--- config.mk ---
export PLATFORM = sky130hd
export DESIGN_NAME = stream_escape_encoder
export DESIGN_NICKNAME = d
export VERILOG_FILES = /design/src/rtl/stream_escape_encoder.sv
export SDC_FILE = /design/constraint.sdc
export NUM_CORES = 1
export LEC_CHECK = 0
export BUFFER_PORTS_ARGS = -buffer_cell sky130_fd_sc_hd__buf_2
export CORE_ASPECT_RATIO = 1.25
export CORE_UTILIZATION = 30
export CTS_CLUSTER_SIZE = 40
export DETAILED_ROUTE_END_ITERATION = 12
export GPL_TIMING_DRIVEN = 1
export PLACE_DENSITY_LB_ADDON = 0.12
export SLEW_MARGIN = 15
export SYNTH_ARGS = -nofsm -noshare
export SYNTH_HDL_FRONTEND = slang
export SYNTH_SLANG_ARGS = --single-unit
--- constraint.sdc ---
create_clock -name aclk -period 2 [get_ports aclk]
set_input_delay 0.1 -clock aclk [delete_from_list [all_inputs] [get_ports aclk]]
set_output_delay 0.1 -clock aclk [all_outputs]
set_load 0.02 [all_outputs]
--- src/rtl/stream_escape_encoder.sv ---
// stream_escape_encoder
// AXI-Stream byte-stuffing encoder for the Manchester TX path. A word that
// equals ESCAPE_SYMBOL or any ESCAPED_LIST entry leaves as the pair
// {ESCAPE_SYMBOL, data ^ XOR_MASK}. All other words pass through at one word
// per cycle. All m_axis outputs are registered. The only combinational path
// runs from m_axis_tready to s_axis_tready.
//
// Handshake: a transfer happens on a rising edge where tvalid && tready are
// both high. tvalid never waits for tready. Once m_axis_tvalid is high it
// stays high, and tdata/tlast stay stable, until the transfer completes.
// s_axis_tready does not depend on s_axis_tvalid.
module stream_escape_encoder #(
  parameter int                                  DATA_WIDTH    = 8,
  parameter logic [DATA_WIDTH-1:0]               ESCAPE_SYMBOL = 8'hE5,
  parameter int                                  NUM_ESCAPED   = 1,
  parameter logic [NUM_ESCAPED*DATA_WIDTH-1:0]   ESCAPED_LIST  = 8'hD5,
  parameter logic [DATA_WIDTH-1:0]               XOR_MASK      = 8'h20,
  parameter int                                  COUNT_WIDTH   = 16
) (
  input  logic                   aclk,
  input  logic                   areset,
  input  logic [DATA_WIDTH-1:0]  s_axis_tdata,
  input  logic                   s_axis_tvalid,
  output logic                   s_axis_tready,
  input  logic                   s_axis_tlast,
  output logic [DATA_WIDTH-1:0]  m_axis_tdata,
  output logic                   m_axis_tvalid,
  input  logic                   m_axis_tready,
  output logic                   m_axis_tlast,
  input  logic                   bypass,
  input  logic                   clear_count,
  output logic [COUNT_WIDTH-1:0] escape_count
);

  // NORMAL: accepting input. SECOND: the escape marker is on the output, and
  // the mapped word waits in the pending register.
  typedef enum logic {
    NORMAL = 1'b0,
    SECOND = 1'b1
  } state_t;

  state_t                  state_q, state_d;
  logic [DATA_WIDTH-1:0]   pend_data_q, pend_data_d;
  logic                    pend_last_q, pend_last_d;
  logic [DATA_WIDTH-1:0]   tdata_d;
  logic                    tlast_d;
  logic                    tvalid_d;
  logic                    hit;
  logic                    match;
  logic                    out_free;
  logic                    accept;

  // Compare the input word against the marker and every list entry in parallel.
  always_comb begin
    hit = (s_axis_tdata == ESCAPE_SYMBOL);
    for (int i = 0; i < NUM_ESCAPED; i++) begin
      if (s_axis_tdata == ESCAPED_LIST[i*DATA_WIDTH +: DATA_WIDTH]) begin
        hit = 1'b1;
      end
    end
    match = !bypass && hit;
  end

  assign out_free      = !m_axis_tvalid || m_axis_tready;
  assign s_axis_tready = (state_q == NORMAL) && out_free;
  assign accept        = s_axis_tvalid && s_axis_tready;

  // Compute the next state and the next contents of the output and pending registers.
  always_comb begin
    state_d     = state_q;
    pend_data_d = pend_data_q;
    pend_last_d = pend_last_q;
    tdata_d     = m_axis_tdata;
    tlast_d     = m_axis_tlast;
    tvalid_d    = m_axis_tvalid;
    case (state_q)
      NORMAL: begin
        if (accept) begin
          tvalid_d = 1'b1;
          if (match) begin
            // The marker never carries tlast. The frame end moves to the mapped word.
            tdata_d     = ESCAPE_SYMBOL;
            tlast_d     = 1'b0;
            pend_data_d = s_axis_tdata ^ XOR_MASK;
            pend_last_d = s_axis_tlast;
            state_d     = SECOND;
          end else begin
            tdata_d = s_axis_tdata;
            tlast_d = s_axis_tlast;
          end
        end else if (m_axis_tready) begin
          tvalid_d = 1'b0;
        end
      end
      SECOND: begin
        if (m_axis_tready) begin
          tdata_d  = pend_data_q;
          tlast_d  = pend_last_q;
          tvalid_d = 1'b1;
          state_d  = NORMAL;
        end
      end
      default: state_d = NORMAL;
    endcase
  end

  // State, output and pending registers. Reset drops any half-sent pair.
  always_ff @(posedge aclk) begin
    if (areset) begin
      state_q       <= NORMAL;
      pend_data_q   <= '0;
      pend_last_q   <= 1'b0;
      m_axis_tdata  <= '0;
      m_axis_tlast  <= 1'b0;
      m_axis_tvalid <= 1'b0;
    end else begin
      state_q       <= state_d;
      pend_data_q   <= pend_data_d;
      pend_last_q   <= pend_last_d;
      m_axis_tdata  <= tdata_d;
      m_axis_tlast  <= tlast_d;
      m_axis_tvalid <= tvalid_d;
    end
  end

  // Saturating count of escape pairs. A clear wins over a simultaneous increment.
  always_ff @(posedge aclk) begin
    if (areset || clear_count) begin
      escape_count <= '0;
    end else if (accept && match && (escape_count != {COUNT_WIDTH{1'b1}})) begin
      escape_count <= escape_count + COUNT_WIDTH'(1);
    end
  end

endmodule

# After elaboration in Yosys (flattened, before gate mapping)

Cells that the tools add are included.

Output and inout port bits: 27
Register bits: 36
Word-level logic and storage cells: 45
Input bits: 15

Bitwise operators: 2
Reductions and logical operators: 12
Add/subtract/negate cells: 1
Mux-type cells: 17
Equality and inequality tests: 6

Operators with widths:

| cell                  | count |
|---|---|
| $mux 8                | 3 |
| $add 16x1->16 const B | 1 |
| $eq 8x8->1 const B    | 2 |
| $ne 16x16->1 const B  | 1 |
| $pmux 8 s2            | 1 |
| $mux 1                | 10 |
| $pmux 1 s2            | 3 |
| $logic_and 1x1->1     | 5 |
| $ne 2x2->1 const B    | 2 |
| $reduce_and 2->1      | 2 |
| $ne 3x3->1 const B    | 1 |
| $reduce_and 3->1      | 1 |
| $logic_not 1->1       | 2 |
| $logic_or 1x1->1      | 2 |
| $not 1->1             | 2 |

# Longest topological paths before layout

Depth after elaboration: 6
Depth in mapped cells: 7

# Worst setup path after synthesis

Ideal clock, no wire load.

Path kind: reg2reg
Start: reg escape_count[0]
End: reg escape_count[10]
Period minus slack after synthesis: 1.923 ns
Data arrival time: 1.807 ns
Data required time: 1.884 ns
Slack: 0.077 ns
Setup time: 0.116 ns
Stages on the path, launching flop included: 7
Cells stage by stage: dfxtp_1 ha_1 inv_1 or3b_2 a21oi_2 a31oi_1 a41o_1

Cells in the longest elaborated chain, start to end: 2

RTL lines:

| element                                               | line | source |
|---|---|---|
| start, declared                                       | 32   | `output logic [COUNT_WIDTH-1:0] escape_count` |
| start signal, assigned                                | 131  | `escape_count <= escape_count + COUNT_WIDTH'(1);` |
| branches (longest 2 deep; another with $add 16x1->16) | -    |  |

Parallel ways; which one is timed is not known.
A chain may end at the register's enable or synchronous reset.

# Worst setup path after layout

Start: reg m_axis_tvalid
End: reg escape_count[4]

Cells in the longest elaborated chain, start to end: 6

RTL lines:

| element                         | line | source |
|---|---|---|
| start, declared                 | 27   | `output logic m_axis_tvalid,` |
| start signal, assigned          | 122  | `m_axis_tvalid <= tvalid_d;` |
| $logic_not 1->1                 | 64   | `assign out_free = !m_axis_tvalid \|\| m_axis_tready;` |
| $logic_or 1x1->1                | 64   |  |
| $logic_and 1x1->1               | 65   | `assign s_axis_tready = (state_q == NORMAL) && out_free;` |
| $logic_and 1x1->1               | 66   | `assign accept = s_axis_tvalid && s_axis_tready;` |
| $logic_and 1x1->1 (2 in series) | 130  | `end else if (accept && match && (escape_count != {COUNT_WIDTH{1'b1}})) begin` |

No other way between the ends.

==> summary.txt <==
STA
  • Pins Over Slew Limit: 0
  • Final count of hold timing violations: 0
  • RSZ-0062 raised after global routing: false
  • Hold Slack: 89.3 ps
  • Fmax: 540 MHz
  • Setup violators final: 0
  • Worst-margin pin slew: 569 ps
  • Rel. slew slack: 62.1%
  • Clk_skew: 8.68 ps
  • Final worst-path cycle share: 92.6%
  • Final TNS setup: 0 ps
  • Tmin final: 1850 ps

Yosys
  • Post-Syn Nets: 207
  • Yosys warning count: 0
  • Syn Std Cell Area: 1700 um^2
  • Ys async rst share: 0%
  • EDFF count, synth: 0
  • Seq/Total Area, Yosys: 42.4%
  • Seq cells post-synth: 36
  • Mean Syn Cell Area: 8.90 um^2
  • Synth cell types: between 40 and 50
  • Dominant synthesized flop cell: dfxtp_1
  • Cell count after synthesis: about 190

Global routing
  • First-pass GRT wire length: ~7.3 mm
  • Tot GR Track Use: 15.5%
  • Largest net degree at the start of global routing: 25
  • Initial antenna violation count: 0
  • Grt total ovfl: 0
  • Vias in the first global route: 1486

Route
  • Iter 0 DRT Violations: 97
  • Avg WL per Cell: 14.3 um
  • DRC Markers: 0
  • Vias post-DR: 1587
  • Wire length after detailed routing: 4.32 mm
  • Vias per inst: around 5.3
  • Drt pass-1 iters: 4
  • Post-route ant nets: 0

Worst setup path
  • Buffers & Inverters on Critical Path: 0
  • Crit path kind: reg -> reg
  • Worst path top cell family by delay: simple AND/OR/NAND/NOR gates
  • Crit-path cells: nor2b_1 -> nor4b_4 -> nand3_2 -> or4_1 -> nand2_1
  • Crit start category: flip-flop
  • Required @ worst endpoint: 2240 ps
  • Crit Path Max Fanout: 13
  • Critical path's largest stage delay: 530 ps
  • CP max stage cell: or4_1
  • Data arrival, critical path: roughly 2100 ps
  • Crit path capture type: flip-flop

Placed design
  • HPWL after DPL: about 3.1 mm
  • DP Area: 1990 um^2
  • Placer Congestion: 0.833
  • Port-buffer cells: 41

Floorplan
  • I/O pin count: 42
  • FP Rows: 30
  • Die H: 86.1 um
  • CORE AREA: 5440 um^2
  • Die footprint: 5970 um^2
  • Die width: 69.3 um
  • Starting utilization of the core area: a little under a third

Finish
  • Fill count: about 600
  • Final instance area: 2080 um^2
  • Nets@finish: 253
  • Share of cells above drive strength 1: 26.5%
  • Antenna fix cells: 0
  • Area growth syn-to-layout: 22.2%

CTS
  • Clk buf depth: 2
  • CTS Root Buffer Type: clkbuf_8
  • Hold_buf cts: 0
  • Clk slew on worst S/H paths: 80 ps
  • H-tree depth: 2
  • Sink Count: 36
  • CTS buffer count: 5
  • CTS tree: yes
  • Worst skew pair latency: between 200 and 300 ps
  • Number of post-CTS setup repair buffers: 0
  • Number of gates resized after CTS: 0

Power
  • Overall Power: 1.41 mW
  • Pwr/cell area: 679 nW/um^2
  • VDD IR-drop max: 0.381 mV
  • Pleak: 0.814 nW

Flow run
  • Max Cap Viol: 0

Worst hold path
  • Hold Path Class: in -> reg

Outcome
  • Status: finished, final reports clean
## registers in the layout, indices dropped and copies added, names as in the netlist
name / flops
pend_last_q: 1
m_axis_tlast: 1
m_axis_tvalid: 1
pend_data_q: 8
m_axis_tdata: 8
state_q: 1
escape_count: 16
## cell usage after synthesis (2+ instances only)
cell      count  share of area (%)
a211oi_1      7                3.1
buf_6         3                2.0
or4_1         2               0.88
o211ai_1      3                1.3
o41ai_1       2                1.0
nor3b_1       3                1.3
nor3_1        4                1.2
nand3_1       5                1.5
a21oi_1      10                2.9
o21ai_0       6                1.8
mux2i_1       9                5.3
nand2b_1      2               0.74
dfxtp_1      36                 42
and2_1        2               0.74
and4_1        3                1.5
a221oi_1      2                1.0
nand2_1      11                2.4
o311ai_0      2                1.0
xor2_1        2                1.0
nand4_1       9                3.3
clkbuf_1      7                1.5
o21a_1        2               0.88
nor2_1       30                6.6
or3_1         9                3.3
## tightest hold or removal path: stages
cell	delay (ps)
buf_2	90
mux2i_1	60
nor2_1	80
## where the power goes
| part | switching, mW | leakage [nW] | internal [mW] |
|---|---|---|---|
| sequential | 0.00751 | 0.292 | 0.732 |
| clock | 0.258 | 0.0455 | 0.281 |
| combinational | 0.0831 | 0.476 | 0.0473 |
## area by class of cell
cell class / count / area, um^2 / area share, %
multi-input combinational: 143 / 910 / 43.8
tap: 64 / 80.1 / 3.86
inverter: 1 / 3.75 / 0.181
timing repair buffer: 50 / 273 / 13.1
clock buffer: 8 / 90.1 / 4.34
sequential: 36 / 721 / 34.7
## worst paths after layout
kind	depth (start not counted)	start	to	slack (ps)
max	5	m_axis_tvalid	escape_count[4]	150
min	3	s_axis_tlast	pend_last_q	90
max reg2reg	5	m_axis_tvalid	escape_count[4]	150
min reg2reg	2	m_axis_tdata[5]	m_axis_tdata[5]	450
## kinds of logic after synthesis
| kind of cell | after synthesis | share of synthesized area (%) |
|---|---|---|
| AOI/OAI and AO/OA | 41 | 16.6 |
| xor gates and xnor gates | 3 | 1.55 |
| adders and majority gates | 1 | 0.736 |
| buffers and inverters | 12 | 4.05 |
| DFF | 36 | 42.4 |
| muxes | 9 | 5.30 |
| and+or+nand+nor | 89 | 29.4 |
## metal layers
metal  track usage [%]  part of all wire (%)
met1              19.0                    47
met2              25.4                    47
met4              7.05                   1.5
met3              4.11                   4.6
met5                 0                     0
## cells in the final DEF (no fill, tap or decap), types with 3 or more instances in the layout
cell type  count
nor3b_1        3
nand2_1       11
nand4_1        9
buf_2         41
buf_4          9
nor3_1         4
a211oi_1       7
nand3_1        5
nor2_1        30
or3_1          9
dfxtp_1       36
mux2i_1        9
o21ai_0        6
o211ai_1       3
a21oi_1       10
clkbuf_8       6
and4_1         3
## per-stage QoR
| step | utilization (%) | setup slack (ps) | std cells |
|---|---|---|---|
| final | 38.2 | 149 | 302 |
| after global routing | 38.2 | 40.9 | 302 |
| after global placement | 36.5 | 160 | 294 |
| after detailed placement | 36.5 | 151 | 294 |
| after CTS | 38.2 | 143 | 302 |
| after floorplan | - | 76.8 | 191 |
No activity file was read; power rests on OpenSTA's default activity.
